<file path="src/rtl/aes_gcm_issue_scheduler.sv">
// AES-GCM issue scheduler: takes one instance descriptor, then streams its AAD and PT
// blocks as registered beats (J0, counter block, length word, flags) into stage 1.
module aes_gcm_issue_scheduler #(
    parameter int unsigned LEN_W = 32
) (
    input  logic             clk,
    input  logic             rst_n,
    input  logic             i_desc_valid,
    output logic             o_desc_ready,
    input  logic [95:0]      i_iv,
    input  logic [LEN_W-1:0] i_aad_bytes,
    input  logic [LEN_W-1:0] i_pt_bytes,
    input  logic             i_data_valid,
    output logic             o_data_ready,
    input  logic [127:0]     i_data,
    output logic             o_valid,
    output logic [127:0]     o_aad,
    output logic [127:0]     o_plain_text,
    output logic [127:0]     o_j0,
    output logic [127:0]     o_cb,
    output logic [127:0]     o_instance_size,
    output logic             o_new_instance,
    output logic             o_pt_instance,
    output logic             o_last
);

    typedef enum logic [1:0] {IDLE, AAD, PT, EMPTY} state_t;

    state_t           state_q, state_d;
    logic [95:0]      iv_q, iv_d;
    logic [LEN_W-1:0] aad_len_q, aad_len_d, pt_len_q, pt_len_d;
    logic [LEN_W-1:0] left_q, left_d, pt_blk_q, pt_blk_d;
    logic [31:0]      ctr_q, ctr_d;
    logic             first_q, first_d;
    logic             desc_ready_d, data_ready_d;

    logic             valid_d, new_d, pti_d, last_d;
    logic [127:0]     aad_d, pt_d, j0_d, cb_d, size_d;

    logic [LEN_W-1:0] n_aad, n_pt;

    function automatic logic [LEN_W-1:0] blocks(input logic [LEN_W-1:0] bytes);
        logic [LEN_W:0] sum;
        sum = {1'b0, bytes} + (LEN_W+1)'(15);
        return LEN_W'(sum >> 4);
    endfunction

    // Byte 0 is the most significant byte; bytes at and beyond rem are cleared.
    function automatic logic [127:0] tail_mask(input logic [127:0] blk, input logic [3:0] rem);
        logic [127:0] r;
        r = blk;
        if (rem != 4'd0) begin
            for (int unsigned i = 0; i < 16; i++) begin
                if (i >= {28'd0, rem}) r[127 - 8*i -: 8] = '0;
            end
        end
        return r;
    endfunction

    function automatic logic [63:0] len_bits(input logic [LEN_W-1:0] b);
        return 64'(b) << 3;
    endfunction

    assign n_aad = blocks(i_aad_bytes);
    assign n_pt  = blocks(i_pt_bytes);

    always_comb begin
        state_d   = state_q;
        iv_d      = iv_q;
        aad_len_d = aad_len_q;
        pt_len_d  = pt_len_q;
        left_d    = left_q;
        pt_blk_d  = pt_blk_q;
        ctr_d     = ctr_q;
        first_d   = first_q;
        valid_d   = 1'b0;
        new_d     = 1'b0;
        pti_d     = 1'b0;
        last_d    = 1'b0;
        aad_d     = '0;
        pt_d      = '0;
        j0_d      = '0;
        cb_d      = '0;
        size_d    = '0;

        unique case (state_q)
            IDLE: begin
                if (i_desc_valid && o_desc_ready) begin
                    iv_d      = i_iv;
                    aad_len_d = i_aad_bytes;
                    pt_len_d  = i_pt_bytes;
                    pt_blk_d  = n_pt;
                    ctr_d     = 32'd2;
                    first_d   = 1'b1;
                    if (n_aad != '0) begin
                        state_d = AAD;
                        left_d  = n_aad;
                    end else if (n_pt != '0) begin
                        state_d = PT;
                        left_d  = n_pt;
                    end else begin
                        state_d = EMPTY;
                    end
                end
            end
            AAD: begin
                if (i_data_valid && o_data_ready) begin
                    valid_d = 1'b1;
                    new_d   = first_q;
                    first_d = 1'b0;
                    j0_d    = {iv_q, 32'd1};
                    size_d  = {len_bits(aad_len_q), len_bits(pt_len_q)};
                    aad_d   = tail_mask(i_data, (left_q == LEN_W'(1)) ? aad_len_q[3:0] : 4'd0);
                    left_d  = left_q - LEN_W'(1);
                    if (left_q == LEN_W'(1)) begin
                        if (pt_blk_q != '0) begin
                            state_d = PT;
                            left_d  = pt_blk_q;
                        end else begin
                            state_d = IDLE;
                            last_d  = 1'b1;
                        end
                    end
                end
            end
            PT: begin
                if (i_data_valid && o_data_ready) begin
                    valid_d = 1'b1;
                    new_d   = first_q;
                    first_d = 1'b0;
                    pti_d   = 1'b1;
                    j0_d    = {iv_q, 32'd1};
                    size_d  = {len_bits(aad_len_q), len_bits(pt_len_q)};
                    cb_d    = {iv_q, ctr_q};
                    ctr_d   = ctr_q + 32'd1;
                    pt_d    = tail_mask(i_data, (left_q == LEN_W'(1)) ? pt_len_q[3:0] : 4'd0);
                    left_d  = left_q - LEN_W'(1);
                    if (left_q == LEN_W'(1)) begin
                        state_d = IDLE;
                        last_d  = 1'b1;
                    end
                end
            end
            EMPTY: begin
                valid_d = 1'b1;
                new_d   = 1'b1;
                last_d  = 1'b1;
                first_d = 1'b0;
                j0_d    = {iv_q, 32'd1};
                size_d  = {len_bits(aad_len_q), len_bits(pt_len_q)};
                state_d = IDLE;
            end
            default: state_d = IDLE;
        endcase

        // Readies are registered so they stay low while reset is asserted.
        desc_ready_d = (state_d == IDLE);
        data_ready_d = (state_d == AAD) || (state_d == PT);
    end

    always_ff @(posedge clk or negedge rst_n) begin
        if (!rst_n) begin
            state_q         <= IDLE;
            iv_q            <= '0;
            aad_len_q       <= '0;
            pt_len_q        <= '0;
            left_q          <= '0;
            pt_blk_q        <= '0;
            ctr_q           <= '0;
            first_q         <= 1'b0;
            o_desc_ready    <= 1'b0;
            o_data_ready    <= 1'b0;
            o_valid         <= 1'b0;
            o_aad           <= '0;
            o_plain_text    <= '0;
            o_j0            <= '0;
            o_cb            <= '0;
            o_instance_size <= '0;
            o_new_instance  <= 1'b0;
            o_pt_instance   <= 1'b0;
            o_last          <= 1'b0;
        end else begin
            state_q         <= state_d;
            iv_q            <= iv_d;
            aad_len_q       <= aad_len_d;
            pt_len_q        <= pt_len_d;
            left_q          <= left_d;
            pt_blk_q        <= pt_blk_d;
            ctr_q           <= ctr_d;
            first_q         <= first_d;
            o_desc_ready    <= desc_ready_d;
            o_data_ready    <= data_ready_d;
            o_valid         <= valid_d;
            o_aad           <= aad_d;
            o_plain_text    <= pt_d;
            o_j0            <= j0_d;
            o_cb            <= cb_d;
            o_instance_size <= size_d;
            o_new_instance  <= new_d;
            o_pt_instance   <= pti_d;
            o_last          <= last_d;
        end
    end

endmodule
</file>
<file path="config.mk">
export PLATFORM = sky130hd
export DESIGN_NAME = aes_gcm_issue_scheduler
export DESIGN_NICKNAME = d
export VERILOG_FILES = /design/src/rtl/aes_gcm_issue_scheduler.sv
export SDC_FILE = /design/constraint.sdc
export NUM_CORES = 1
export LEC_CHECK = 0
export ABC_CLOCK_PERIOD_IN_PS = 3550
export BUFFER_PORTS_ARGS = -buffer_cell sky130_fd_sc_hd__buf_2
export CORE_AREA = 2 2 361 363
export DETAILED_ROUTE_END_ITERATION = 16
export DIE_AREA = 0 0 363 365
export HOLD_SLACK_MARGIN = 0.15
export SYNTH_ARGS = -nofsm -noshare
export SYNTH_HDL_FRONTEND = slang
export SYNTH_SLANG_ARGS = --single-unit
</file>
<file path="constraint.sdc">
create_clock -name clk -period 3.55 [get_ports clk]
set_input_delay 0.1775 -clock clk [delete_from_list [all_inputs] [get_ports clk]]
set_output_delay 0.1775 -clock clk [all_outputs]
set_load 0.05 [all_outputs]
</file>
# After elaboration in Yosys (flattened, before gate mapping)
# Index checks and enable logic that the tools add are counted.
# totals
ff_bits	902
word_cells	159
# op_classes
addsub	4
order_cmp	30
n_eq_ne	11
n_mux	78
n_reduce_logical	17
# ops
cell	n
128-bit 2-to-1 mux	9
32-bit 2-to-1 mux	9
128-bit one-hot mux with 2 select lines	1
8-bit 2-to-1 mux	30
99-bit one-hot mux with 2 select lines	1
99-bit 2-to-1 mux	1
32-bit one-hot mux with 3 select lines	1
32-bit nonzero test	3
32-bit by 4-bit adder with 33-bit output, second input constant	2
32-bit one-hot mux with 2 select lines	1
4-bit >= comparator, first input constant	14
32-bit by 1-bit adder with 32-bit output, second input constant	1
32-bit by 1-bit equality test with 1-bit output, second input constant	1
3-bit by 4-bit >= comparator with 1-bit output, first input constant	8
32-bit by 1-bit subtractor with 32-bit output, second input constant	1
1-bit by 4-bit >= comparator with 1-bit output, first input constant	4
2-bit by 4-bit >= comparator with 1-bit output, first input constant	4
2-bit 2-to-1 mux	7
1-bit 2-to-1 mux	11
4-bit 2-to-1 mux	2
2-bit one-hot mux with 4 select lines	1
4-bit nonzero test	2
2-bit equality test, second input constant	3
2-bit inequality test, second input constant	3
other kinds (14)	20

# Longest topological paths before layout
# logic_depth
word_depth	8
ltp_mapped	13
ltp_nobuf	12

# Worst setup path after synthesis
# OpenSTA, ideal clock, no wires.
# synth_path
path_type	register to register
start	reg left_q[10]
end	reg left_q[24]
t_arrival_ns	3.595
t_required_ns	3.428
path_slack_ns	-0.166
path_stages_with_launch	12
n_path_buf	2
period_less_slack_ns	3.716
path_cell_list	dfrtp_1 > or4_4 > or4_1 > buf_2 > or4_4 > or3_4 > or2_1 > buf_6 > a21oi_4 > nor2_2 > a221o_1 > a32o_1
# synth_between
elab_chain_cells	5
elab_cells_between_ends	7
cone_classes	1 x add/sub; 1 x eq/ne; 5 x mux
# synth_lines
element	line_no	text
from (decl)	32	logic [LEN_W-1:0] left_q, left_d, pt_blk_q, pt_blk_d;
from (signal assigned)	187	left_q <= left_d;
32-bit by 1-bit subtractor with 32-bit output	114, 137	
32-bit 2-to-1 mux	116	if (pt_blk_q != '0) begin
32-bit 2-to-1 mux	115	if (left_q == LEN_W'(1)) begin
32-bit 2-to-1 mux	107	if (i_data_valid && o_data_ready) begin
32-bit one-hot mux with 3 select lines (*)	86	unique case (state_q)
# Every way passes the cells marked *; elsewhere a longest branch is shown, timed or not. The select of a mux whose other input is x is not followed.
# A chain may end at the register's enable or synchronous reset.

# Final worst setup path
# layout_path
start	reg left_q[9]
end	reg left_q[8]
# layout_between
elab_chain_cells	4
# layout_lines
element	line_no
32-bit by 1-bit equality test with 1-bit output	115
32-bit 2-to-1 mux	115
32-bit 2-to-1 mux	107
32-bit one-hot mux with 3 select lines	86
# Every way passes these cells. The select of a mux whose other input is x is not followed.

==> key figures <==
Global routing
  • First-pass GRT wire length: 177,000 um
  • Antenna violations before repair: 23
  • Vias in the first global route: 25.0k
  • Total grt overflow: 0
  • Largest net degree at the start of global routing: 127
  • Total GRT Usage: 0.184

Pwr
  • Int Power: 19.3 mW
  • Maximum VDD drop: 0.000434 V
  • Switching power: 12.0 mW
  • Clock power share: 0.307
  • Pleak: 23.5 nW
  • Switching Fraction: 0.383
  • Reg power frac: 0.392
  • Total Power: 31.3 mW
  • Part of the power in combinational logic: 0.300
  • P per Cell Area: 704 mW/mm2

STA
  • Tmin final: 3.52 ns
  • RSZ-0062 raised after global routing: true
  • Fin. Hold Viols: 0
  • Setup violators final: 0
  • Max-slew violation count: 0
  • Worst-Margin Slew: 1.01 ns
  • Peak Freq: 284 MHz
  • Final period util: 0.990
  • Clock Skew: 0.0560 ns
  • Slew headroom: 0.325

Status
  • Outcome: complete, no violations

CTS
  • CTS Buf Count: 89
  • Clock root buffer: clkbuf_16
  • Clock Latency Late Sink: 0.70 ns
  • Longest Clk Path Bufs: 3
  • Worst-path clk slew: 0.06 ns
  • CTS tree: done
  • CTS H-tree depth: 3
  • CTS Sinks: 806

Floorplanning
  • Top-level port count: 938
  • Rows: 132
  • Horiz. Die Dim: 363 um
  • Die ar.: 0.132 mm2
  • Initial Util: 0.244
  • Core footprint: 0.129 mm2
  • Die height: 365 um

Worst hold path
  • Worst hold path type: primary input to flop

Synthesis
  • Number of enable flip-flop cells after synthesis: 0
  • Distinct cell type count after synthesis: 67
  • Average cell area after synthesis: 11.0 um2
  • Synth top area cells: dfrtp_1, and2_1, nand2_1
  • Post-Synthesis Cells: 2,857
  • Asr flop ratio synth: 1.00
  • Syn Std Cell Area: 0.0314 mm2
  • Main synth FF type: dfrtp_1
  • YS warnings: 0
  • Most area-hungry cell type in the Yosys netlist: dfrtp_1
  • Area share of the largest cell type after synthesis: 0.643
  • Yosys reg bits: 806
  • Register area share after synthesis: 0.643

Drt
  • Via Count: 25.6k
  • Vias per inst: 4.37
  • Antenna viol nets, final: 0
  • DRC: 0
  • Drt first-iter violations: 2,003
  • DR pass1 iterations: 5
  • Overall routed net length: 128,000 um
  • Wire length per cell: 21.8 um

Setup path
  • Arr. time, crit path: 4.08 ns
  • Crit-path cells: or4_4, or4_4, or4_4, or4_4, buf_12, nor3b_4, buf_6, clkbuf_16, a211oi_2, o31ai_1
  • CP max stage cell: or4_4
  • CP endpoint kind: flop
  • Critical path startpoint category: flop
  • Crit Path Category: flop to flop
  • CP peak stage delay: 0.55 ns
  • Worst-path fanout max: 7
  • Crit path max-delay family: simple AND/OR/NAND/NOR gates
  • Most frequent CP cell: or4_4
  • Data required time of the worst path: 4.11 ns
  • CP bufs+invs: 3

Final layout
  • Area delta synth->final: 41.6%
  • Layout cells sized above 1: 0.283
  • Most frequent cells in the layout: buf_2, dfrtp_1, nand2_1
  • Fin util: 0.345
  • Nets: 4,399
  • Commonest non-fill, non-tap cell in the layout: buf_2

Placement
  • Buffers on Ports: 842
  • Detail Placement HPWL: 96,800 um
  • GP Congestion: 0.890

Flow run
  • Max_cap viols: 0
==> Yosys cell counts, types with 5 or more instances <==
library cell,instances
dfrtp_1,806
nand2_1,591
and2_1,542
clkbuf_1,116
nor2_1,100
buf_4,97
o21ai_0,84
xor2_1,52
a21oi_1,46
nand3_1,43
xnor2_1,42
nor3_1,39
nor4_1,29
inv_1,27
nand4_1,25
and3_1,19
o31ai_1,19
or3_1,15
a221oi_1,13
a31oi_1,11
or4_1,10
ha_1,9
o211ai_1,9
a211oi_1,8
o211a_1,8
buf_2,7
a22o_1,6
and4_1,5
o22ai_1,5
==> power by group through the flow <==
stage	Clock (mW)	Combinational, mW	Sequential, mW
after floorplan	0	3.88	14.1
after global placement	0	8.96	12.4
after detailed placement	0	9.06	12.4
after CTS	9.87	9.38	12.2
after global routing	10.2	10.1	12.5
final	9.62	9.40	12.3
==> per-layer routing <==
layer | GRT usage | vias up | share of wire
met1 | 0.227 | 12700 | 0.40
met2 | 0.314 | 1061 | 0.49
met3 | 0.0427 | 228 | 0.072
met5 | 0 | - | 0.00038
met4 | 0.0681 | 8 | 0.035
li1 | - | 11600 | -
==> worst paths after layout <==
kind | start | endpoint | slack [ns] | cells after the start
worst max-delay path | left_q[9]$_DFFE_PN0P_ | left_q[8]$_DFFE_PN0P_ | 0.03 | 10
worst min-delay path | i_iv[2] | iv_q[2]$_DFFE_PN0P_ | 0.21 | 4
worst max register to register | left_q[9]$_DFFE_PN0P_ | left_q[8]$_DFFE_PN0P_ | 0.03 | 10
worst min register to register | pt_len_q[12]$_DFFE_PN0P_ | pt_len_q[12]$_DFFE_PN0P_ | 0.46 | 2
max in group asynchronous | rst_n | iv_q[12]$_DFFE_PN0P_ | 1.39 | 4
min in group asynchronous | rst_n | o_j0[41]$_DFF_PN0_ | 0.68 | 3
==> logic make-up (layout without fill, tap and decap cells) <==
group           count (synthesis)  in the layout  synth area share
compound gates                248            248            0.0517
xor+xnor                       94             94            0.0262
fa+ha+maj                       9              9           0.00359
buf+inv                       251           1470            0.0422
flops                         806            806             0.643
mux                             5              5           0.00164
other cells                     1            104          0.000120
simple gates                 1443           1443             0.232
==> timing repair <==
| action | in CTS | in global routing |
|---|---|---|
| resized for setup | 9 | 27 |
| pin swaps | 1 | 14 |
| endpoints found under the hold margin | 595 | 0 |
| endpoints found under the setup margin | 32 | 154 |
| hold buffers | 298 | 0 |
| cloned | 0 | 3 |
| buffers inserted | 0 | 3 |
==> registers in the layout, summed over array words and instances (netlist names) <==
signal,count
o_j0,97
pt_len_q,32
o_cb,128
o_pt_instance,1
state_q,2
o_desc_ready,1
pt_blk_q,29
o_last,1
ctr_q,32
first_q,1
o_new_instance,1
o_data_ready,1
iv_q,96
o_instance_size,64
o_aad,128
aad_len_q,32
left_q,32
o_plain_text,128
==> worst register-to-register path, cell delays in order, from the launching register on <==
cell,delay [ns]
dfrtp_1,0.37
or4_4,0.53
or4_4,0.43
or4_4,0.47
or4_4,0.55
buf_12,0.17
nor3b_4,0.23
buf_6,0.16
clkbuf_16,0.17
a211oi_2,0.07
o31ai_1,0.23
==> through the flow <==
stage / TNS (ns) / instance area [um2] / worst slack, ns / std cells / hold WS (ns)
final: 0 / 44400 / 0.0339 / 5854 / 0.211
after global routing: -0.505 / 44400 / -0.0571 / 5853 / 0.191
after CTS: 0 / 44200 / 0.00329 / 5839 / 0.151
after detailed placement: -0.169 / 38100 / -0.0272 / 5378 / 0.291
after global placement: 0 / 38100 / 0.0223 / 5378 / 0.285
after floorplan: 0 / 31800 / 0.0161 / 2951 / -0.118
==> layout make-up <==
type	instances	area, um2
fill	12800	84200
sequential	806	20200
multi-input combinational	1894	10400
timing repair buffer	1279	8540
clock buffer	126	2610
tap	1675	2100
clock inverter	37	467
inverter	28	106
antenna	9	22.5
(Power assumes the default switching activity.)
